### src/rtl/swapout_sequence_player.sv
// Swapout sequence player: plays a table of {delay, eventCode} entries
// to the event transmitter with a valid/ready handshake.
module swapout_sequence_player #(
    parameter int ADDR_WIDTH  = 6,
    parameter int DELAY_WIDTH = 16
) (
    input  logic                         evgTxClk,
    input  logic                         evgTxReset,
    input  logic                         evgSequenceStart,
    input  logic                         evgSequenceAbort,
    input  logic                         tableWriteStrobe,
    input  logic [ADDR_WIDTH-1:0]        tableWriteAddress,
    input  logic [8+DELAY_WIDTH-1:0]     tableWriteData,
    input  logic                         statusClear,
    output logic [7:0]                   evgEventCode,
    output logic                         evgEventValid,
    input  logic                         evgEventReady,
    output logic                         sequenceBusy,
    output logic                         sequenceDone,
    output logic                         overrunFault,
    output logic                         writeRejectFault
);

    localparam int DEPTH = 1 << ADDR_WIDTH;
    localparam int DW    = 8 + DELAY_WIDTH;

    typedef enum logic [2:0] {
        S_IDLE,
        S_FETCH,
        S_READ,
        S_DELAY,
        S_EMIT
    } state_t;

    logic [DW-1:0]          table_mem [DEPTH];
    logic [DW-1:0]          rd_data_q;

    state_t                 state_q, state_d;
    logic [ADDR_WIDTH-1:0]  addr_q, addr_d;
    logic [DELAY_WIDTH-1:0] cnt_q, cnt_d;
    logic                   valid_q, valid_d;
    logic [7:0]             code_q, code_d;
    logic                   busy_q, busy_d;
    logic                   done_q, done_d;
    logic                   overrun_q, overrun_d;
    logic                   wrrej_q, wrrej_d;

    logic                   is_idle;
    logic                   last_addr;
    logic                   fetch_end;
    logic                   transfer;
    logic [7:0]             rd_code;
    logic [DELAY_WIDTH-1:0] rd_delay;

    assign is_idle   = (state_q == S_IDLE);
    assign last_addr = (addr_q == '1);
    assign transfer  = (state_q == S_EMIT) && evgEventReady;
    assign rd_code   = rd_data_q[7:0];
    assign rd_delay  = rd_data_q[DW-1:8];
    // End-of-sequence is decoded while fetching so the done pulse can be
    // registered and still appear during the READ cycle.
    assign fetch_end = (table_mem[addr_q][7:0] == 8'h00);

    // Sequence table: writes only while idle; registered read during FETCH.
    always_ff @(posedge evgTxClk) begin
        if (tableWriteStrobe && is_idle) begin
            table_mem[tableWriteAddress] <= tableWriteData;
        end
        if (state_q == S_FETCH) begin
            rd_data_q <= table_mem[addr_q];
        end
    end

    // Next-state, address/counter and registered-output decode.
    always_comb begin
        state_d   = state_q;
        addr_d    = addr_q;
        cnt_d     = cnt_q;
        done_d    = 1'b0;
        overrun_d = overrun_q;
        wrrej_d   = wrrej_q;

        case (state_q)
            S_IDLE: begin
                if (evgSequenceStart) begin
                    addr_d  = '0;
                    state_d = S_FETCH;
                end
            end
            S_FETCH: begin
                state_d = S_READ;
                done_d  = fetch_end;
            end
            S_READ: begin
                if (rd_code == 8'h00) begin
                    state_d = S_IDLE;
                end else begin
                    cnt_d   = rd_delay;
                    state_d = (rd_delay != '0) ? S_DELAY : S_EMIT;
                end
            end
            S_DELAY: begin
                if (cnt_q != '0) begin
                    cnt_d = cnt_q - DELAY_WIDTH'(1);
                end
                if (cnt_q <= DELAY_WIDTH'(1)) begin
                    state_d = S_EMIT;
                end
            end
            S_EMIT: begin
                if (transfer) begin
                    if (last_addr) begin
                        state_d = S_IDLE;
                        done_d  = 1'b1;
                    end else begin
                        addr_d  = addr_q + ADDR_WIDTH'(1);
                        state_d = S_FETCH;
                    end
                end
            end
            default: begin
                state_d = S_IDLE;
            end
        endcase

        if (evgSequenceAbort) begin
            state_d = S_IDLE;
            done_d  = 1'b0;
        end

        if (statusClear) begin
            overrun_d = 1'b0;
            wrrej_d   = 1'b0;
        end
        if (evgSequenceStart && !is_idle) begin
            overrun_d = 1'b1;
        end
        if (tableWriteStrobe && !is_idle) begin
            wrrej_d = 1'b1;
        end

        valid_d = (state_d == S_EMIT);
        code_d  = valid_d ? rd_code : '0;
        busy_d  = (state_d != S_IDLE);
    end

    // State, sequencing and registered outputs.
    always_ff @(posedge evgTxClk or posedge evgTxReset) begin
        if (evgTxReset) begin
            state_q   <= S_IDLE;
            addr_q    <= '0;
            cnt_q     <= '0;
            valid_q   <= 1'b0;
            code_q    <= '0;
            busy_q    <= 1'b0;
            done_q    <= 1'b0;
            overrun_q <= 1'b0;
            wrrej_q   <= 1'b0;
        end else begin
            state_q   <= state_d;
            addr_q    <= addr_d;
            cnt_q     <= cnt_d;
            valid_q   <= valid_d;
            code_q    <= code_d;
            busy_q    <= busy_d;
            done_q    <= done_d;
            overrun_q <= overrun_d;
            wrrej_q   <= wrrej_d;
        end
    end

    assign evgEventCode     = code_q;
    assign evgEventValid    = valid_q;
    assign sequenceBusy     = busy_q;
    assign sequenceDone     = done_q;
    assign overrunFault     = overrun_q;
    assign writeRejectFault = wrrej_q;

endmodule

### config.mk
export PLATFORM = sky130hd
export DESIGN_NAME = swapout_sequence_player
export DESIGN_NICKNAME = d
export VERILOG_FILES = /design/src/rtl/swapout_sequence_player.sv
export SDC_FILE = /design/constraint.sdc
export NUM_CORES = 1
export LEC_CHECK = 0
export CORE_MARGIN = 4
export CORE_UTILIZATION = 40
export CTS_CLUSTER_DIAMETER = 200
export DETAILED_ROUTE_END_ITERATION = 12
export PLACE_DENSITY = 0.66
export REMOVE_ABC_BUFFERS = 1
export SYNTH_ARGS = -nofsm -noshare
export SYNTH_HDL_FRONTEND = slang
export SYNTH_SLANG_ARGS = --single-unit
### constraint.sdc
create_clock -name evgTxClk -period 4.3 [get_ports evgTxClk]
set_clock_uncertainty 0.05 [all_clocks]
set_input_delay 1.29 -clock evgTxClk [delete_from_list [all_inputs] [get_ports evgTxClk]]
set_output_delay 1.29 -clock evgTxClk [all_outputs]
set_load 0.1 [all_outputs]
==> summary.txt <==
Run status
  – Status: finished, final reports clean

Synth
  – Number of synthesized flops with an enable pin: 1560
  – Async set-or-reset flop fraction in the synthesized netlist: 0.0238
  – Syn avg cell area: 23.2 sq um
  – YS warnings: 0
  – Post-synthesis cell type count: 67
  – Top_reg_cell synth: edfxtp_1
  – Syn Inst Count: 2651
  – Flops & latches, synth: approximately 1.6k
  – Post-Syn Area: 61400 sq um
  – Sequential-to-total area share from yosys stat: 0.779

STA
  – Tcrit/Tclk final: 0.923
  – # setup viols final: 0
  – Count of final max-slew check failures: 0
  – Final hold vios: 0
  – Max-slew headroom: 0.101
  – Worst Tran Pin Value: 1.35 ns
  – RSZ-0062 raised after global routing: false
  – Min Tclk post-route: 3.97 ns
  – Peak Freq: ~250 MHz

Drt
  – 1st-iter DRT viols: 3809
  – Post-route ant nets: 0
  – DR vias/cell: 5.83
  – First drt pass iteration count: 6
  – Final WL: 154 mm
  – Post-DR wirelength/cell: 30.3 microns
  – DRC errors left: 0
  – Vias post-DR: between 20k and 30k

Layout
  – Final-stage net count: about 3.0k
  – Post-route design area: 71100 sq um
  – Final Util: 0.467
  – Final Instance Count excl. Fillers: 5076
  – Share of cells above drive strength 1: 0.326
  – Area delta synth->final: 15.8%
  – # fillers: 12.2k

Critical path
  – CP required: 4.94 ns
  – CP max stage delay: around 0.83 ns
  – R2r setup slk: 0.33 ns
  – Crit path arrival time: about 4.6 ns
  – Slowest CP cell: dfrtp_4
  – Worst r2r path cells: 8
  – RR Startpoint: addr_q[1]
  – CP Capture Type: flip-flop
  – CP startpoint kind: flip-flop
  – Critical Path Fanout Max: 37
  – R2R Path End: sequenceDone
  – Crit Path Class: flip-flop to flip-flop
  – Top cell by count, worst path: o21ai_0
  – Cell chain of the critical path: buf_12 -> mux4_2 -> a22oi_1 -> nand3_1 -> o21ai_0 -> o21ai_0 -> or4_1 -> o41ai_2

Pwr
  – Peak supply drop: 0.303 mV
  – Leak: ~22 nW
  – Power Dens Cells: approximately 440 nW/um^2

Hold path
  – Min-delay worst type: flip-flop to flip-flop
  – Hold EP: cnt_q[12]
  – Hold_sp: cnt_q[12]
  – Hold path depth: 2

GRT
  – Vias in the first global route: between 20k and 30k
  – GRT Overall Usage: 0.194
  – Initial antenna violation count: 13
  – Grt total ovfl: 0
  – First-pass GRT wire length: ~220 mm
  – Pin count of the biggest net entering global routing: 65

CTS
  – Skew-Pair Late Insertion Delay: 0.79 ns
  – Cts repair resizes: 0
  – TritonCTS buffer count: 157
  – Root Buffer: clkbuf_16
  – CTS tree: done
  – Post-CTS Setup Bufs: 0
  – Clock transition at path regs: 0.06 ns
  – CTS Hold Bufs: 0
  – CTS H-tree lvls: 4
  – Clock Tree Buf Depth: 3
  – Clock sinks: about 1.6k

Flow run
  – Max-cap violations: 0

Place
  – PortBufs: 49
  – Hpwl dp: 92.9 mm
  – Placement-stage cell area: 66100 sq um
  – Routability cong.: 0.854
  – Post-Place Cells: 4783

Floorplanning
  – Core area: 152000 sq um
  – Die area: 160000 sq um
  – I/O pin count: 50
  – Std-Cell Rows: 143
  – Initial Utilization: 0.403
  – Height of the die: 400 microns
  – Die Width: 400 microns
layer usage:
| metal | routed length [microns] | share of wire | track usage | vias up |
|---|---|---|---|---|
| li1 | - | - | - | 11900 |
| met1 | 63500 | 0.41 | 0.282 | 16000 |
| met2 | 71300 | 0.46 | 0.294 | 1510 |
| met3 | 16100 | 0.10 | 0.0521 | 192 |
| met4 | 3020 | 0.020 | 0.0479 | 6 |
| met5 | 40 | 0.00026 | 0 | - |
cells in the mapped netlist, types with 4 or more instances:
library cell / n / area (sq um)
mux2i_1: 19 / 190
o21ai_0: 33 / 165
a221oi_1: 10 / 87.6
nand3_1: 20 / 100
a211oi_1: 6 / 45.0
and3_1: 5 / 31.3
edfxtp_1: 1560 / 46800
and2_1: 11 / 68.8
ha_1: 4 / 50.1
a22oi_1: 20 / 150
o211ai_1: 5 / 37.5
buf_2: 45 / 225
clkbuf_1: 48 / 180
nand4_1: 5 / 31.3
mux4_2: 454 / 10200
nor2_1: 96 / 360
mux2_2: 14 / 158
dfrtp_1: 38 / 951
a21oi_1: 29 / 145
or3_1: 6 / 37.5
inv_1: 13 / 48.8
nor2b_1: 11 / 68.8
buf_4: 13 / 97.6
nand3b_1: 4 / 30.0
nor3_1: 18 / 90.1
buf_6: 4 / 45.0
buf_1: 26 / 97.6
nand2_1: 66 / 248
nor4_1: 9 / 56.3
worst max-delay path, delay by kind of cell (launching register included):
family          cells  cell delay (ns)
compound gates      4             1.27
flops               1             0.83
simple gates        2             0.80
mux                 1             0.54
buf+inv             1             0.34
report_power, final:
part / leakage [nW] / switching [mW] / total, mW / internal (mW)
Clock: 2.46 / 5.78 / 13.3 / 7.54
Sequential: 14.5 / 0.127 / 17.4 / 17.3
Combinational: 4.56 / 0.628 / 0.819 / 0.192
Total: 21.5 / 6.53 / 31.5 / 25.0
worst max path at each step:
stage | from | slack [ns] | cells after the start | end
floorplan | addr_q[0] | -13.41 | 7 | sequenceDone
global placement | tableWriteStrobe | 0.006 | 8 | table_mem[4][0]
detailed placement | tableWriteStrobe | 0.06 | 8 | table_mem[4][13]
CTS | addr_q[1] | 0.47 | 8 | sequenceDone
global route | addr_q[0] | 0.21 | 9 | sequenceDone
finish | addr_q[1] | 0.33 | 8 | sequenceDone
through the flow:
stage	setup slack, ns	power, mW	setup TNS (ns)	hold slack (ns)
after global placement	0.00612	18.5	0	0.418
after global routing	0.211	32.5	0	0.484
after floorplan	-13.41	18.0	-369.48	0.392
after CTS	0.470	31.7	0	0.448
after detailed placement	0.0574	18.5	0	0.433
final	0.332	31.5	0	0.440
final cells by class:
type	count	area (sq um)	area share
multi-input cells	900	13300	0.187
clock buffers	190	4130	0.0581
inverters	16	65.1	0.000916
clock inverters	98	865	0.0122
well taps	2030	2540	0.0357
diodes	5	12.5	0.000176
flip-flops and latches	1598	47800	0.673
repair buffers	239	2320	0.0327
flip-flops by register name (all words and copies together), names as in the netlist:
| register | count |
|---|---|
| addr_q | 6 |
| cnt_q | 16 |
| evgEventCode | 8 |
| evgEventValid | 1 |
| overrunFault | 1 |
| rd_data_q | 24 |
| sequenceBusy | 1 |
| sequenceDone | 1 |
| state_q | 3 |
| table_mem | 1536 |
| writeRejectFault | 1 |
placed cells by master (no fill, tap or decap), drive strengths merged, types with 6 or more instances in the layout:
master and instances:
or3 6, nor2b 11, mux2i 19, nand2 66, a21oi 29, dfrtp 38, buf 214, and2 11
nor2 96, edfxtp 1560, inv 24, o21ai 33, a22oi 20, clkdlybuf4s50 25, nand3 20, bufinv 11
nor3 18, mux4 454, clkbuf 190, a211oi 7, mux2 14, clkinv 77, nor4 9, a221oi 10
cells by family after synthesis:
kind of cell / synth area share
AOI/OAI and AO/OA: 0.0159
and+or+nand+nor: 0.0199
DFF: 0.779
buffers and inverters: 0.0118
xor gates and xnor gates: 0.000571
adders and majority gates: 0.000815
muxes: 0.172
Note: power is estimated with default switching activity, not from simulation.
